$ cat config.mk
export PLATFORM = sky130hd
export DESIGN_NAME = lcd_hd44780_drv_flat
export DESIGN_NICKNAME = d
export VERILOG_FILES = /design/src/rtl/lcd_pkg.sv /design/src/rtl/lcd_hd44780_drv_if.sv /design/src/rtl/lcd_bus_write.sv /design/src/rtl/lcd_hd44780_drv.sv /design/src/flat_wrapper.sv
export SDC_FILE = /design/constraint.sdc
export NUM_CORES = 1
export LEC_CHECK = 0
export BUFFER_PORTS_ARGS = -buffer_cell sky130_fd_sc_hd__buf_2
export CORE_ASPECT_RATIO = 2
export CORE_MARGIN = 10
export CORE_UTILIZATION = 45
export CTS_BUF_LIST = sky130_fd_sc_hd__clkbuf_8 sky130_fd_sc_hd__clkbuf_16
export DETAILED_ROUTE_END_ITERATION = 7
export GPL_TIMING_DRIVEN = 0
export PLACE_DENSITY_LB_ADDON = 0.08
export SKIP_LAST_GASP = 1
export SYNTH_ARGS = -nofsm -noshare
export SYNTH_HDL_FRONTEND = slang
export SYNTH_SLANG_ARGS = --single-unit
$ cat constraint.sdc
create_clock -name clk -period 3.2 [get_ports clk]
set_clock_uncertainty 0.2 [all_clocks]
set_input_delay 0.32 -clock clk [delete_from_list [all_inputs] [get_ports clk]]
set_output_delay 0.32 -clock clk [all_outputs]
set_load 0.03 [all_outputs]
$ cat src/rtl/lcd_pkg.sv
// lcd_pkg: HD44780 command constants, top FSM states and time-to-cycle conversion.
package lcd_pkg;
   localparam logic [7:0] FUNC_SET_8B2L = 8'h38;
   localparam logic [7:0] DISP_OFF      = 8'h08;
   localparam logic [7:0] CLEAR         = 8'h01;
   localparam logic [7:0] ENTRY_INC     = 8'h06;
   localparam logic [7:0] DISP_ON       = 8'h0C;
   localparam logic [7:0] SET_DDRAM     = 8'h80;
   localparam logic [7:0] LINE2_OFS     = 8'h40;
   localparam logic [7:0] WAKE          = 8'h30;
   localparam logic [5:0] MAX_COL       = 6'd39;
   localparam logic [7:0] INIT_ROM [8] = '{WAKE, WAKE, WAKE, FUNC_SET_8B2L, DISP_OFF, CLEAR, ENTRY_INC, DISP_ON};
   typedef enum logic [2:0] {PWR_WAIT, INIT, IDLE, ADDR, DATA, ACK, HOLD_OFF} state_t;
   // per_s is 1e9 for ns or 1e6 for us; result rounds up and is never below 1
   function automatic logic [31:0] to_cycles(longint t, longint hz, longint per_s);
      longint n;
      n = (t * hz + per_s - 1) / per_s;
      return n < 1 ? 32'd1 : n[31:0];
   endfunction
endpackage

$ cat src/rtl/lcd_hd44780_drv_if.sv
// lcd_hd44780_drv_if: character request/ack handshake between requester and LCD driver.
interface lcd_hd44780_drv_if;
   logic       rq_lcd;
   logic       lcd_row;
   logic [5:0] lcd_column;
   logic [7:0] lcd_char;
   logic       ack_lcd;
   modport master(output rq_lcd, lcd_row, lcd_column, lcd_char, input ack_lcd);
   modport slave(input rq_lcd, lcd_row, lcd_column, lcd_char, output ack_lcd);
endinterface

$ cat src/rtl/lcd_bus_write.sv
// lcd_bus_write: one HD44780 byte write as SETUP -> E_HIGH -> HOLD -> EXEC.
module lcd_bus_write #(
   parameter logic [31:0] SETUP_N = 3,
   parameter logic [31:0] EPW_N   = 13,
   parameter logic [31:0] HOLD_N  = 1
) (
   input  logic        clk,
   input  logic        rst_n,
   input  logic        start,
   input  logic        rs,
   input  logic [7:0]  data,
   input  logic [31:0] wait_cycles,
   output logic        done,
   output logic        lcd_rs,
   output logic        lcd_e,
   output logic [7:0]  lcd_data
);
   typedef enum logic [2:0] {PH_IDLE, PH_SETUP, PH_E, PH_HOLD, PH_EXEC} phase_t;
   phase_t      ph;
   logic [31:0] cnt, exec_n;
   // done is the last EXEC cycle, so a back-to-back start adds no gap cycle
   assign done = ph == PH_EXEC && cnt == 0;
   always_ff @(posedge clk or negedge rst_n) begin
      if (!rst_n) begin
         ph <= PH_IDLE;
         cnt <= '0;
         exec_n <= '0;
         lcd_rs <= 1'b0;
         lcd_e <= 1'b0;
         lcd_data <= '0;
      end else if ((ph == PH_IDLE || done) && start) begin
         ph <= PH_SETUP;
         cnt <= SETUP_N - 1;
         exec_n <= wait_cycles;
         lcd_rs <= rs;
         lcd_data <= data;
      end else if (done) begin
         ph <= PH_IDLE;
      end else if (ph != PH_IDLE && cnt != 0) begin
         cnt <= cnt - 1;
      end else if (ph == PH_SETUP) begin
         ph <= PH_E;
         cnt <= EPW_N - 1;
         lcd_e <= 1'b1;
      end else if (ph == PH_E) begin
         ph <= PH_HOLD;
         cnt <= HOLD_N - 1;
         lcd_e <= 1'b0;
      end else if (ph == PH_HOLD) begin
         ph <= PH_EXEC;
         cnt <= exec_n - 1;
      end
   end
endmodule

$ cat src/rtl/lcd_hd44780_drv.sv
// lcd_hd44780_drv: HD44780 driver with power-on init, then one address+char write per request.
module lcd_hd44780_drv import lcd_pkg::*; #(
   parameter int CLK_FREQ_HZ = 50_000_000,
   parameter int T_PWR_US    = 20000,
   parameter int T_CLR_US    = 2000,
   parameter int T_EXEC_US   = 50,
   parameter int T_INIT1_US  = 5000,
   parameter int E_PW_NS     = 260,
   parameter int T_AS_NS     = 60,
   parameter int T_H_NS      = 20,
   parameter int HOLDOFF     = 4
) (
   input  logic             clk,
   input  logic             rst_n,
   lcd_hd44780_drv_if.slave req,
   output logic             lcd_ready,
   output logic             lcd_rs,
   output logic             lcd_rw,
   output logic             lcd_e,
   output logic [7:0]       lcd_data
);
   localparam logic [31:0] N_PWR   = to_cycles(T_PWR_US, CLK_FREQ_HZ, 1_000_000);
   localparam logic [31:0] N_CLR   = to_cycles(T_CLR_US, CLK_FREQ_HZ, 1_000_000);
   localparam logic [31:0] N_EXEC  = to_cycles(T_EXEC_US, CLK_FREQ_HZ, 1_000_000);
   localparam logic [31:0] N_INIT1 = to_cycles(T_INIT1_US, CLK_FREQ_HZ, 1_000_000);
   localparam logic [31:0] N_EPW   = to_cycles(E_PW_NS, CLK_FREQ_HZ, 1_000_000_000);
   localparam logic [31:0] N_AS    = to_cycles(T_AS_NS, CLK_FREQ_HZ, 1_000_000_000);
   localparam logic [31:0] N_H     = to_cycles(T_H_NS, CLK_FREQ_HZ, 1_000_000_000);
   state_t      state;
   logic [2:0]  idx, nidx;
   logic [31:0] cnt, wr_wait;
   logic [7:0]  chr, wr_data;
   logic        wr_start, wr_rs, wr_done;
   assign lcd_rw = 1'b0;
   // writes start on the same edge the FSM changes state, keeping latency at exact write lengths
   always_comb begin
      nidx = state == INIT ? idx + 3'd1 : 3'd0;
      wr_start = 1'b0;
      wr_rs = 1'b0;
      wr_data = INIT_ROM[nidx];
      wr_wait = nidx == 3'd0 ? N_INIT1 : nidx == 3'd5 ? N_CLR : N_EXEC;
      if (state == PWR_WAIT) wr_start = cnt == 0;
      if (state == INIT) wr_start = wr_done && idx != 3'd7;
      if (state == IDLE && req.rq_lcd && req.lcd_column <= MAX_COL) begin
         wr_start = 1'b1;
         wr_data = SET_DDRAM | (req.lcd_row ? LINE2_OFS : 8'h00) | {2'b00, req.lcd_column};
         wr_wait = N_EXEC;
      end
      if (state == ADDR && wr_done) begin
         wr_start = 1'b1;
         wr_rs = 1'b1;
         wr_data = chr;
         wr_wait = N_EXEC;
      end
   end
   always_ff @(posedge clk or negedge rst_n) begin
      if (!rst_n) begin
         state <= PWR_WAIT;
         cnt <= N_PWR - 1;
         idx <= '0;
         chr <= '0;
         req.ack_lcd <= 1'b0;
         lcd_ready <= 1'b0;
      end else begin
         req.ack_lcd <= 1'b0;
         case (state)
            PWR_WAIT: if (cnt == 0) state <= INIT; else cnt <= cnt - 1;
            INIT: if (wr_done) begin
               if (idx == 3'd7) begin
                  state <= IDLE;
                  lcd_ready <= 1'b1;
               end else idx <= idx + 3'd1;
            end
            IDLE: if (req.rq_lcd) begin
               chr <= req.lcd_char;
               state <= req.lcd_column <= MAX_COL ? ADDR : ACK;
            end
            ADDR: if (wr_done) state <= DATA;
            DATA: if (wr_done) state <= ACK;
            ACK: begin
               req.ack_lcd <= 1'b1;
               state <= HOLD_OFF;
               cnt <= HOLDOFF - 1;
            end
            HOLD_OFF: if (cnt == 0) state <= IDLE; else cnt <= cnt - 1;
            default: state <= PWR_WAIT;
         endcase
      end
   end
   lcd_bus_write #(.SETUP_N(N_AS), .EPW_N(N_EPW), .HOLD_N(N_H)) u_wr (
      .clk(clk), .rst_n(rst_n), .start(wr_start), .rs(wr_rs), .data(wr_data),
      .wait_cycles(wr_wait), .done(wr_done), .lcd_rs(lcd_rs), .lcd_e(lcd_e), .lcd_data(lcd_data)
   );
endmodule

$ cat src/flat_wrapper.sv
// flat-port wrapper written by rule: the top's interface ports become plain ports
module lcd_hd44780_drv_flat import lcd_pkg::*;
#(
   parameter int CLK_FREQ_HZ = 50_000_000,
   parameter int T_PWR_US    = 20000,
   parameter int T_CLR_US    = 2000,
   parameter int T_EXEC_US   = 50,
   parameter int T_INIT1_US  = 5000,
   parameter int E_PW_NS     = 260,
   parameter int T_AS_NS     = 60,
   parameter int T_H_NS      = 20,
   parameter int HOLDOFF     = 4
)
  (clk, rst_n, lcd_ready, lcd_rs, lcd_rw, lcd_e, lcd_data, req_rq_lcd, req_lcd_row, req_lcd_column, req_lcd_char, req_ack_lcd);
  lcd_hd44780_drv_if req_i ();
  input  logic clk;
  input  logic rst_n;
  output logic lcd_ready;
  output logic lcd_rs;
  output logic lcd_rw;
  output logic lcd_e;
  output logic [7:0] lcd_data;
  input wire logic [$bits(req_i.rq_lcd)-1:0] req_rq_lcd;
  input wire logic [$bits(req_i.lcd_row)-1:0] req_lcd_row;
  input wire logic [$bits(req_i.lcd_column)-1:0] req_lcd_column;
  input wire logic [$bits(req_i.lcd_char)-1:0] req_lcd_char;
  output wire logic [$bits(req_i.ack_lcd)-1:0] req_ack_lcd;
  assign req_i.rq_lcd = req_rq_lcd;
  assign req_i.lcd_row = req_lcd_row;
  assign req_i.lcd_column = req_lcd_column;
  assign req_i.lcd_char = req_lcd_char;
  assign req_ack_lcd = req_i.ack_lcd;
  lcd_hd44780_drv #(.CLK_FREQ_HZ(CLK_FREQ_HZ), .T_PWR_US(T_PWR_US), .T_CLR_US(T_CLR_US), .T_EXEC_US(T_EXEC_US), .T_INIT1_US(T_INIT1_US), .E_PW_NS(E_PW_NS), .T_AS_NS(T_AS_NS), .T_H_NS(T_H_NS), .HOLDOFF(HOLDOFF)) u_core (.clk(clk), .rst_n(rst_n), .req(req_i), .lcd_ready(lcd_ready), .lcd_rs(lcd_rs), .lcd_rw(lcd_rw), .lcd_e(lcd_e), .lcd_data(lcd_data));
endmodule
Yosys cells after proc, flatten, opt, wreduce, memory -nomap -nowiden:

Memories as Yosys holds them, arrays and structs flattened.
Index checks and enable logic that the tools add are counted.
W data, S select, Z words.

* multiplexer cells: 41
* reductions and logical operators: 28
* order comparisons: 2
* add/subtract/negate cells: 4
* bitwise gates (word level): 6
* equal/unequal tests: 23

Operators with widths (count)
* $mux W32: 10
* $sub A32 B1 Y32 const B: 3
* $logic_not A32 Y1: 2
* $pmux W32 S2: 1
* $mux W3: 15
* $mux W8: 4
* $reduce_bool A32 Y1: 1
* $pmux W3 S7: 1
* $eq A3 B3 Y1 const B: 6
* $mux W17: 1
* $ne A2 B2 Y1 const B: 7
* $eq A3 B2 Y1 const B: 4
* $reduce_bool A5 Y1: 2
* $logic_not A3 Y1: 3
* $mux W1: 8
* $or A8 B6 Y8: 1
* $reduce_and A2 Y1: 4
* $logic_and A1 B1 Y1: 7
* $mux W7: 1
* $reduce_and A7 Y1: 1
* $eq A3 B1 Y1 const B: 2
* $le A6 B6 Y1 const B: 1
* $ne A3 B3 Y1 const B: 2
* $reduce_and A3 Y1: 2
* 10 further kinds: 15

* bits in read-only memories: 64
* memories: 1
* register bits after elaboration: 125
* input port bits: 18

Memories
* (name not given): words 8, bits a word 8, read ports 1, clocked after Yosys merged registers in 0, write ports 0, RTL line lcd_hd44780_drv.sv:40 `wr_data = INIT_ROM[nidx];`

Logic depth before layout (Yosys ltp):

Gate-level depths: netlist (run 1).

* depth in word-level cells: 9
* mapped depth: 10
* mapped depth without buffers: 8

Hierarchy:

Synthesis (run 1) repeated with hierarchy kept, for this count alone.

* cells, all modules: 735
* area total of the unflattened synthesis: 7064.3 um2

Modules (own cells, without submodules)
* lcd_bus_write: area each 4346.7 um2, times used 1, cells an instance 455, seq. area each 1926.8 um2
* lcd_hd44780_drv: area each 2717.6 um2, times used 1, cells an instance 280, seq. area each 1216.2 um2

Least setup slack after synthesis (run 1):

OpenSTA, ideal clock, no wires.

* path type: register to register
* start: reg u_core.cnt[25]
* end: reg u_core.u_wr.exec_n[10]
* slack: 0.609 ns
* arrival time: 2.267 ns
* cell stages (with the launch flop): 7
* cell sequence: dfrtp_1 -> or4_4 -> nor4_4 -> nand4_1 -> o211a_2 -> nor2_8 -> mux2_2

* longest elaborated chain between the ends: 6

RTL lines
* from (decl): RTL line lcd_hd44780_drv.sv:31 `logic [31:0] cnt, wr_wait;`
* from (signal assigned): RTL line lcd_hd44780_drv.sv:59 `cnt <= N_PWR - 1;`
* from (signal assigned): RTL line lcd_hd44780_drv.sv:83 `cnt <= HOLDOFF - 1;`
* $logic_not A32 Y1: RTL line lcd_hd44780_drv.sv:42 `if (state == PWR_WAIT) wr_start = cnt == 0;`
* $mux W1: RTL line lcd_hd44780_drv.sv:42
* $mux W1: RTL line lcd_hd44780_drv.sv:43 `if (state == INIT) wr_start = wr_done && idx != 3'd7;`
* $mux W1: RTL line lcd_hd44780_drv.sv:44 `if (state == IDLE && req.rq_lcd && req.lcd_column <= MAX_COL) begin`
* $mux W1: RTL line lcd_hd44780_drv.sv:49 `if (state == ADDR && wr_done) begin`
* $logic_and A1 B1 Y1: RTL line lcd_bus_write.sv:31 `end else if ((ph == PH_IDLE || done) && start) begin`
* to (signal assigned): RTL line lcd_bus_write.sv:34 `exec_n <= wait_cycles;`
* to (decl): RTL line lcd_bus_write.sv:20 `logic [31:0] cnt, exec_n;`

No other way between the ends.
A chain may end at the register's enable or synchronous reset.

Final worst setup path (run 1):

* start: reg u_core.u_wr.cnt[21]
* end: reg u_core.u_wr.cnt[7]

* longest elaborated chain between the ends: 9
* elaborated cells between the ends (all ways): 17
* those cells by class: eq/ne: 1; mux: 6; reduce/logical: 10

RTL lines
* from (decl): RTL line lcd_bus_write.sv:20
* from (signal assigned): RTL line lcd_bus_write.sv:33 `cnt <= SETUP_N - 1;`
* from (signal assigned): RTL line lcd_bus_write.sv:40 `cnt <= cnt - 1;`
* from (signal assigned): RTL line lcd_bus_write.sv:43 `cnt <= EPW_N - 1;`
* $logic_not A32 Y1: RTL line lcd_bus_write.sv:22 `assign done = ph == PH_EXEC && cnt == 0;`
* $logic_and A1 B1 Y1: RTL line lcd_bus_write.sv:22
* $logic_and A1 B1 Y1: RTL line lcd_hd44780_drv.sv:43
* $mux W1: RTL line lcd_hd44780_drv.sv:43
* $mux W1: RTL line lcd_hd44780_drv.sv:44
* $mux W1: RTL line lcd_hd44780_drv.sv:49
* $logic_and A1 B1 Y1: RTL line lcd_bus_write.sv:31
* $reduce_bool A5 Y1 (no source line) or $ne A2 B1 Y1 (tied branches)
* $reduce_and A2 Y1 (no source line)

Several ways; a longest one is shown, not always the timed one. The select of a mux whose other input is x is not followed.

==> results of run 1 <==
-- synthesized netlist by cell type (9+ instances only) --
| cell type | n |
|---|---|
| dfrtp_1 | 86 |
| nor2_1 | 54 |
| nand2_1 | 46 |
| a21oi_1 | 45 |
| o21ai_0 | 37 |
| nand3_1 | 27 |
| inv_1 | 24 |
| nor3_1 | 22 |
| or3_1 | 21 |
| nor4_1 | 18 |
| or4_1 | 18 |
| clkbuf_1 | 17 |
| mux2_2 | 15 |
| nand4_1 | 14 |
| dfstp_2 | 12 |
| ha_1 | 12 |
| o211ai_1 | 12 |
| buf_2 | 10 |
| nand2b_1 | 10 |
| o31ai_1 | 10 |
| a21o_1 | 9 |
| mux2i_1 | 9 |
-- cell families after synthesis --
family,Yosys count,synth area share
AOI/OAI and AO/OA,189,0.2064
xor gates and xnor gates,13,0.01808
muxes,25,0.04350
buffers and inverters,60,0.04251
DFF,98,0.3917
other,1,0.0005954
adders and majority gates,13,0.02543
and+or+nand+nor,283,0.2718
-- cells in the final DEF, fill, tap and decap left out, types with 6 or more instances in the layout --
cell type      netlist  layout
nand2b_1            10      10
clkbuf_16            0       9
nor4_4               6       6
nor4_1              18      15
or3_1               21      21
clkbuf_1            17      16
nor4_2               3       6
a21o_1               9       9
o22ai_1              6       6
mux2_2              15      15
xnor2_1              7       7
o211ai_1            12      12
or4_1               18      18
nor3_1              22      21
nand2_1             46      45
dfrtp_1             86      86
a211o_1              8       8
buf_2               10      38
nand3_1             27      27
a21oi_1             45      45
xor2_1               6       6
dlygate4sd3_1        0       7
o21ai_0             37      37
buf_4                4       8
a31o_2               6       6
and3_1               8       8
mux2i_1              9       9
inv_1               24      24
nand4_1             14      14
nor2_1              54      54
ha_1                12      12
o31ai_1             10      10
dfstp_2             12      12
-- cell type report --
type / instances / area [um2] / area share
well taps: 189 / 236.5 / 0.03302
clock inverters: 7 / 83.83 / 0.01171
repair buffers: 40 / 267.8 / 0.03739
multi-input cells: 524 / 3615 / 0.5047
plain buffers: 33 / 166.4 / 0.02324
diodes: 1 / 2.502 / 0.0003494
inverters: 26 / 97.59 / 0.01363
clock buffers: 9 / 225.2 / 0.03145
flip-flops and latches: 98 / 2467 / 0.3445
-- layer usage --
layer	GRT usage	up-vias
met5	0	-
met4	0.1233	0
met3	0.02346	74
met2	0.4054	190
met1	0.1839	2842
li1	-	2701
-- worst register-to-register path, delay by kind of cell (launching register included) --
kind	cells	cell delay, ns
flops	1	0.50
compound gates	3	0.81
simple gates	3	0.90
buf+inv	2	0.59
-- power by group --
| part | leakage (uW) | switching (uW) | internal (uW) | total, uW |
|---|---|---|---|---|
| Clock | 0.000154 | 537 | 622 | 1160 |
| Sequential | 0.00122 | 477 | 1700 | 2180 |
| Combinational | 0.00168 | 2020 | 1150 | 3180 |
| Total | 0.00305 | 3040 | 3480 | 6520 |
-- stage by stage --
step                total power, uW  cell area, um2
floorplan                      4351            6299
global placement               5202            6680
detailed placement             5274            6710
CTS                            6462            7117
global route                   6957            7162
finish                         6516            7162
-- timing repair --
action	4_1_cts	5_1_grt
pin swaps	1	1
endpoints found under the hold margin	37	0
hold buffers	7	0
cloned	0	0
setup buffers	1	2
setup endpoints to repair	4	16
resized for setup	3	6
-- state kept, by name, indices dropped and copies added (netlist names) --
signal	cells
u_core.cnt	32
u_core.u_wr.cnt	32
u_core.chr	8
u_core.u_wr.lcd_data	8
u_core.u_wr.exec_n	5
u_core.idx	3
u_core.state	3
u_core.u_wr.ph	3
u_core.lcd_ready	1
u_core.req.ack_lcd	1
u_core.u_wr.lcd_e	1
u_core.u_wr.lcd_rs	1
-- path summary, 6_finish.rpt --
kind                                                            end  slack [ns]  cells past startpoint
worst max-delay path                 u_core.u_wr.cnt[7]$_DFFE_PN0P_        0.06                      8
max in group asynchronous                u_core.cnt[18]$_DFFE_PN1P_        1.81                      3
worst min-delay path                      u_core.chr[4]$_DFFE_PN0N_       0.001                      2
worst min register to register  u_core.u_wr.lcd_data[6]$_DFFE_PN0N_        0.30                      2
worst max register to register       u_core.u_wr.cnt[7]$_DFFE_PN0P_        0.06                      8
min in group asynchronous       u_core.u_wr.lcd_data[7]$_DFFE_PN0N_        0.24                      2
==> metrics.txt, run 1 <==
CTS clk-pin slew, worst paths=~0.070 ns; Yosys reg bits=98; initial antenna violation count=1; Die Height=187.3 um; Fmax achieved=0.3183 GHz; Area contributors post-synth=dfrtp_1, dfstp_2, a21oi_1; Via Count=5807; CP max stage cell=dfrtp_1; Die W=103.7 um; RSZ-0062 raised after global routing=yes; status=completed; total leakage power=0.003055 uW; drt first pass iters=5; CTS Buf Count=9; fin crit period=about 3.1 ns; Async S/R FF share, synth=1.000; GPL Wtd Cong=0.9378; Distinct cells, synth=88; Setup TNS Final=0 ns; global route overflow=0; first-pass GRT wire length=31420 um; CP bufs+invs=2; CP Launch Point=u_core.u_wr.cnt[21]$_DFFE_PN0P_; # fillers=between 1k and 1.5k; Final Hold Fails=0; CP Cell Sequence=nor4_4, nand4_2, o31ai_4, buf_2, buf_4, nor2_1, a211oi_1, o21ai_1; syn nets=between 700 and 800; final setup margin=0.05842 ns; clk root buf=clkbuf_16; DR WL met3=608 um; R2R Path Start=u_core.u_wr.cnt[21]$_DFFE_PN0P_; wl on met1=6689 um; Placement Setup Slack=-0.05066 ns; first-iteration detailed-routing DRC count=360; worst path required time=between 3 and 4 ns; Crit Path Max Fanout=10; Synth area leader=dfrtp_1; Final Util=0.5184; wire length per cell=21.33 um; Worst EP arrival=3.16 ns; Worst setup SP type=flip-flop; Cell Pwr Density=909.8 nW/um2; std cell rows=slightly above 60; CP Class=reg -> reg; Hold Worst Slack=0.001191 ns; Slew Limit Fails=0; Area Growth Syn to Fin=13.71%; endpoints failing setup=0; post-synthesis sequential area ratio=0.3917; # IOs=31; HPWL after DPL=around 15000 um; Relative slew margins=0.3846; CTS tree=yes; Port Buffer Count=29; layout cell share with drive strength beyond 1=0.1859; Final Net Count=between 700 and 800; placed cells=around 900; total clock sinks=98; share of the synthesized area in the top cell type=0.3417; Initial Utilization=0.4559; die area=19420 um2; hold path startpoint=req_lcd_char[4]; final WL=19770 um; Max-Cap Viols=0; syn_area_per_cell=between 9 and 10 um2; Worst-Margin Slew=around 0.91 ns; gr usage total=0.2023; peak supply drop=0.3969 mV; # H-tree levels=3; Post-Layout Cell Count=927; clk_lat worst skew=around 0.36 ns; drt drc=0; largest net degree at the start of global routing=68; vias per std cell=6.264; mapped cell area=roughly 6300 um2; top_reg_cell synth=dfrtp_1; vias in the first global route=5848; YS warnings=0; crit share post-route=0.9817; HP Class=in -> reg; delay-heaviest family, CP=simple AND/OR/NAND/NOR gates; WL met2=11320 um; Post-synth EDFFs=0; antenna-violating nets left=0; clk buf depth=2; slowest cell delay on critical path=about 0.50 ns; Cells after Synth=~680; endpoint class of the critical path=flip-flop; Core Box Area=13810 um2; top sig layer=met4
Note: power is estimated with default switching activity, not from simulation.
==> run 2: changes to the inputs <==
--- a/config.mk
+++ b/config.mk
@@ -9,7 +9,7 @@
 export CORE_ASPECT_RATIO = 2
 export CORE_MARGIN = 10
 export CORE_UTILIZATION = 45
-export CTS_BUF_LIST = sky130_fd_sc_hd__clkbuf_8 sky130_fd_sc_hd__clkbuf_16
+export CTS_BUF_LIST = sky130_fd_sc_hd__clkbuf_8
 export DETAILED_ROUTE_END_ITERATION = 7
 export GPL_TIMING_DRIVEN = 0
 export PLACE_DENSITY_LB_ADDON = 0.08
==> run 2 against run 1 <==
Clock power shrank 25%. Non-clock buffer count grew 4. Maximum frequency grew 2.3%. Global-route usage shrank 0.22 points. Worst hold slack gained 0.088 ns. Worst setup slack gained 0.072 ns. Combinational power is essentially flat. Flip-flop and latch count is the same. Critical path depth is the same. Wire length shrank 1.0%. Die area is the same. Sequential power is essentially flat. Critical path type unchanged. Largest cell class unchanged.
==> metrics.txt, run 2 (synthesized netlist as in run 1, its figures left out) <==
reg2reg end=u_core.u_wr.cnt[7]$_DFFE_PN0P_; endpoints failing setup=0 (unchanged); Via Count=5839 (+0.55%); DR WL met3=605 um (-0.49%); Slew Limit Fails=0 (unchanged); CP Launch Point=u_core.u_wr.cnt[10]$_DFFE_PN0P_; final setup margin=0.1300 ns (+0.07161 ns); Relative slew margins=0.2979 (-0.08669); Worst setup SP type=flip-flop; hold path startpoint=req_lcd_column[0]; CTS Buf Count=9 (unchanged); # fillers=1307 (+0.54%); HP Class=in -> reg; crit share post-route=0.9594 (-0.02238); status=completed; Worst EP arrival=3.11 ns (-0.05 ns); Port Buffer Count=29 (unchanged); Hold Worst Slack=0.08889 ns (+0.08770 ns); drt first pass iters=6 (+1); clock power share=0.140 (-0.038); CTS tree=yes; gr usage total=0.2000 (-0.002221); Power Internal=3230 uW (-7.1%); # IOs=31 (unchanged); Flop pwr share=0.348 (+0.014); Cell Pwr Density=878.6 nW/um2 (-3.4%); Sw Share=0.4812 (+0.01478); Placement Setup Slack=-0.05066 ns (unchanged); # H-tree levels=3 (unchanged); antenna-violating nets left=0 (unchanged); GPL Wtd Cong=0.9378 (unchanged); Die W=103.7 um (unchanged); Worst-Margin Slew=1.043 ns (+0.1288 ns); most frequent cells in the layout=dfrtp_1, nor2_1, nand2_1; first-iteration detailed-routing DRC count=374 (+3.9%); combinational power share=0.512 (+0.024); Crit Path Max Fanout=10 (unchanged); Hold Crit Depth=4 (+2); clk root buf=clkbuf_8; first-pass GRT wire length=31250 um (-0.55%); vias in the first global route=5831 (-0.29%); R2R depth=8 (unchanged); die area=19420 um2 (unchanged); Max-Cap Viols=0 (unchanged); endpoint class of the critical path=flip-flop; Post-Layout Cell Count=931 (+0.43%); Setup TNS Final=0 ns (unchanged); final WL=19570 um (-1.0%); clk_lat worst skew=0.38 ns (+0.02 ns); Final Util=0.5130 (-0.005434); global route overflow=0 (unchanged); reg-to-reg setup timing slack=0.13 ns (+0.07 ns); CTS clk-pin slew, worst paths=0.11 ns (+0.04 ns); Multi-input gate area=3603 um2 (-0.31%); drt drc=0 (unchanged); Final Hold Fails=0 (unchanged); WL met2=11000 um (-2.8%); Sw Pwr=2996 uW (-1.4%); wl on met1=6637 um (-0.78%); commonest non-fill, non-tap cell in the layout=dfrtp_1; layout cell share with drive strength beyond 1=0.1808 (-0.005052); Final Net Count=766 (+0.52%); Area Growth Syn to Fin=12.51%; Fmax achieved=0.3257 GHz (+2.3%); fin crit period=3.070 ns (-0.07161 ns); Initial Utilization=0.4559 (unchanged); HPWL after DPL=14970 um (unchanged); total leakage power=0.003025 uW (-0.98%); std cell rows=61 (unchanged); clk buf depth=2 (unchanged); R2R Path Start=u_core.u_wr.cnt[10]$_DFFE_PN0P_; biggest regs=u_core.cnt x32, u_core.u_wr.cnt x32; total clock sinks=98 (unchanged); largest net degree at the start of global routing=68 (unchanged); placed cells=901 (unchanged); sequential cell area=2467 um2 (unchanged); RSZ-0062 raised after global routing=no; wire length per cell=21.02 um (-1.5%); initial antenna violation count=1 (unchanged); Core Box Area=13810 um2 (unchanged); peak supply drop=0.3823 mV (-3.7%); CP Class=reg -> reg; vias per std cell=6.272 (+0.12%); WHS Endpoint=u_core.u_wr.lcd_data[0]$_DFFE_PN0N_; worst path required time=3.24 ns (+0.03 ns); Die Height=187.3 um (unchanged); top sig layer=met4
run 2: cell count changes in the layout (fill, tap and decap cells not counted), moves of 2 or more:
cell           before  now
nor4_1             15   17
clkbuf_8            0    9
dlygate4sd3_1       7   10
clkbuf_16           9    0
nor4_2              6    4
run 2: repair_timing:
| item | in CTS | in global routing |
|---|---|---|
| cloned | 0 | 0 |
| endpoints found under the setup margin | 3 | 22 |
| hold buffers | 10 | 0 |
| buffers inserted | 0 | 4 |
| hold endpoints to repair | 40 | 0 |
| gates resized for setup | 2 | 4 |
| pin swaps | 0 | 2 |
run 2: cell type report:
cell class	instances	share of cell area
plain buffers	33	0.02348
multi-input cells	524	0.5085
clock buffers	9	0.01748
clock inverters	7	0.01183
inverters	26	0.01377
well taps	189	0.03337
flip-flops and latches	98	0.3482
repair buffers	44	0.04308
diodes	1	0.0003531
run 2: power groups by stage:
stage               Clock [uW]  Sequential [uW]  Combinational, uW
floorplan                    0             2150               2200
global placement             0             2150               3050
detailed placement           0             2180               3100
CTS                        899             2150               3130
global route               944             2240               3490
finish                     871             2170               3190
run 2: worst max path at each step:
| stage | endpoint | slack (ns) |
|---|---|---|
| after floorplan | u_core.u_wr.exec_n[10]$_DFFE_PN0N_ | 0.61 |
| after global placement | u_core.u_wr.cnt[20]$_DFFE_PN0P_ | -0.04 |
| after detailed placement | u_core.u_wr.cnt[7]$_DFFE_PN0P_ | -0.05 |
| after CTS | u_core.u_wr.cnt[7]$_DFFE_PN0P_ | -0.01 |
| after global routing | u_core.u_wr.cnt[31]$_DFFE_PN0P_ | 0.01 |
| final | u_core.u_wr.cnt[7]$_DFFE_PN0P_ | 0.13 |
run 2: worst max-delay path: stages, from the launching register on:
cell and delay (ns):
dfrtp_1 0.48, nor4_2 0.51, nand4b_4 0.32, o31ai_4 0.40, buf_2 0.34, buf_4 0.26
nor2_1 0.07, a211oi_1 0.20, o21ai_1 0.14
run 2: layer usage:
metal  vias up  track usage
met1      2857       0.1820
li1       2700            -
met5         -            0
met4         0       0.1265
met3        75      0.02761
met2       207       0.3956
run 2: metrics by stage:
step | instance area, um2 | total power (uW)
floorplan | 6299 | 4351
detailed placement | 6710 | 5274
global placement | 6680 | 5202
CTS | 7033 | 6179
global route | 7087 | 6676
finish | 7087 | 6227
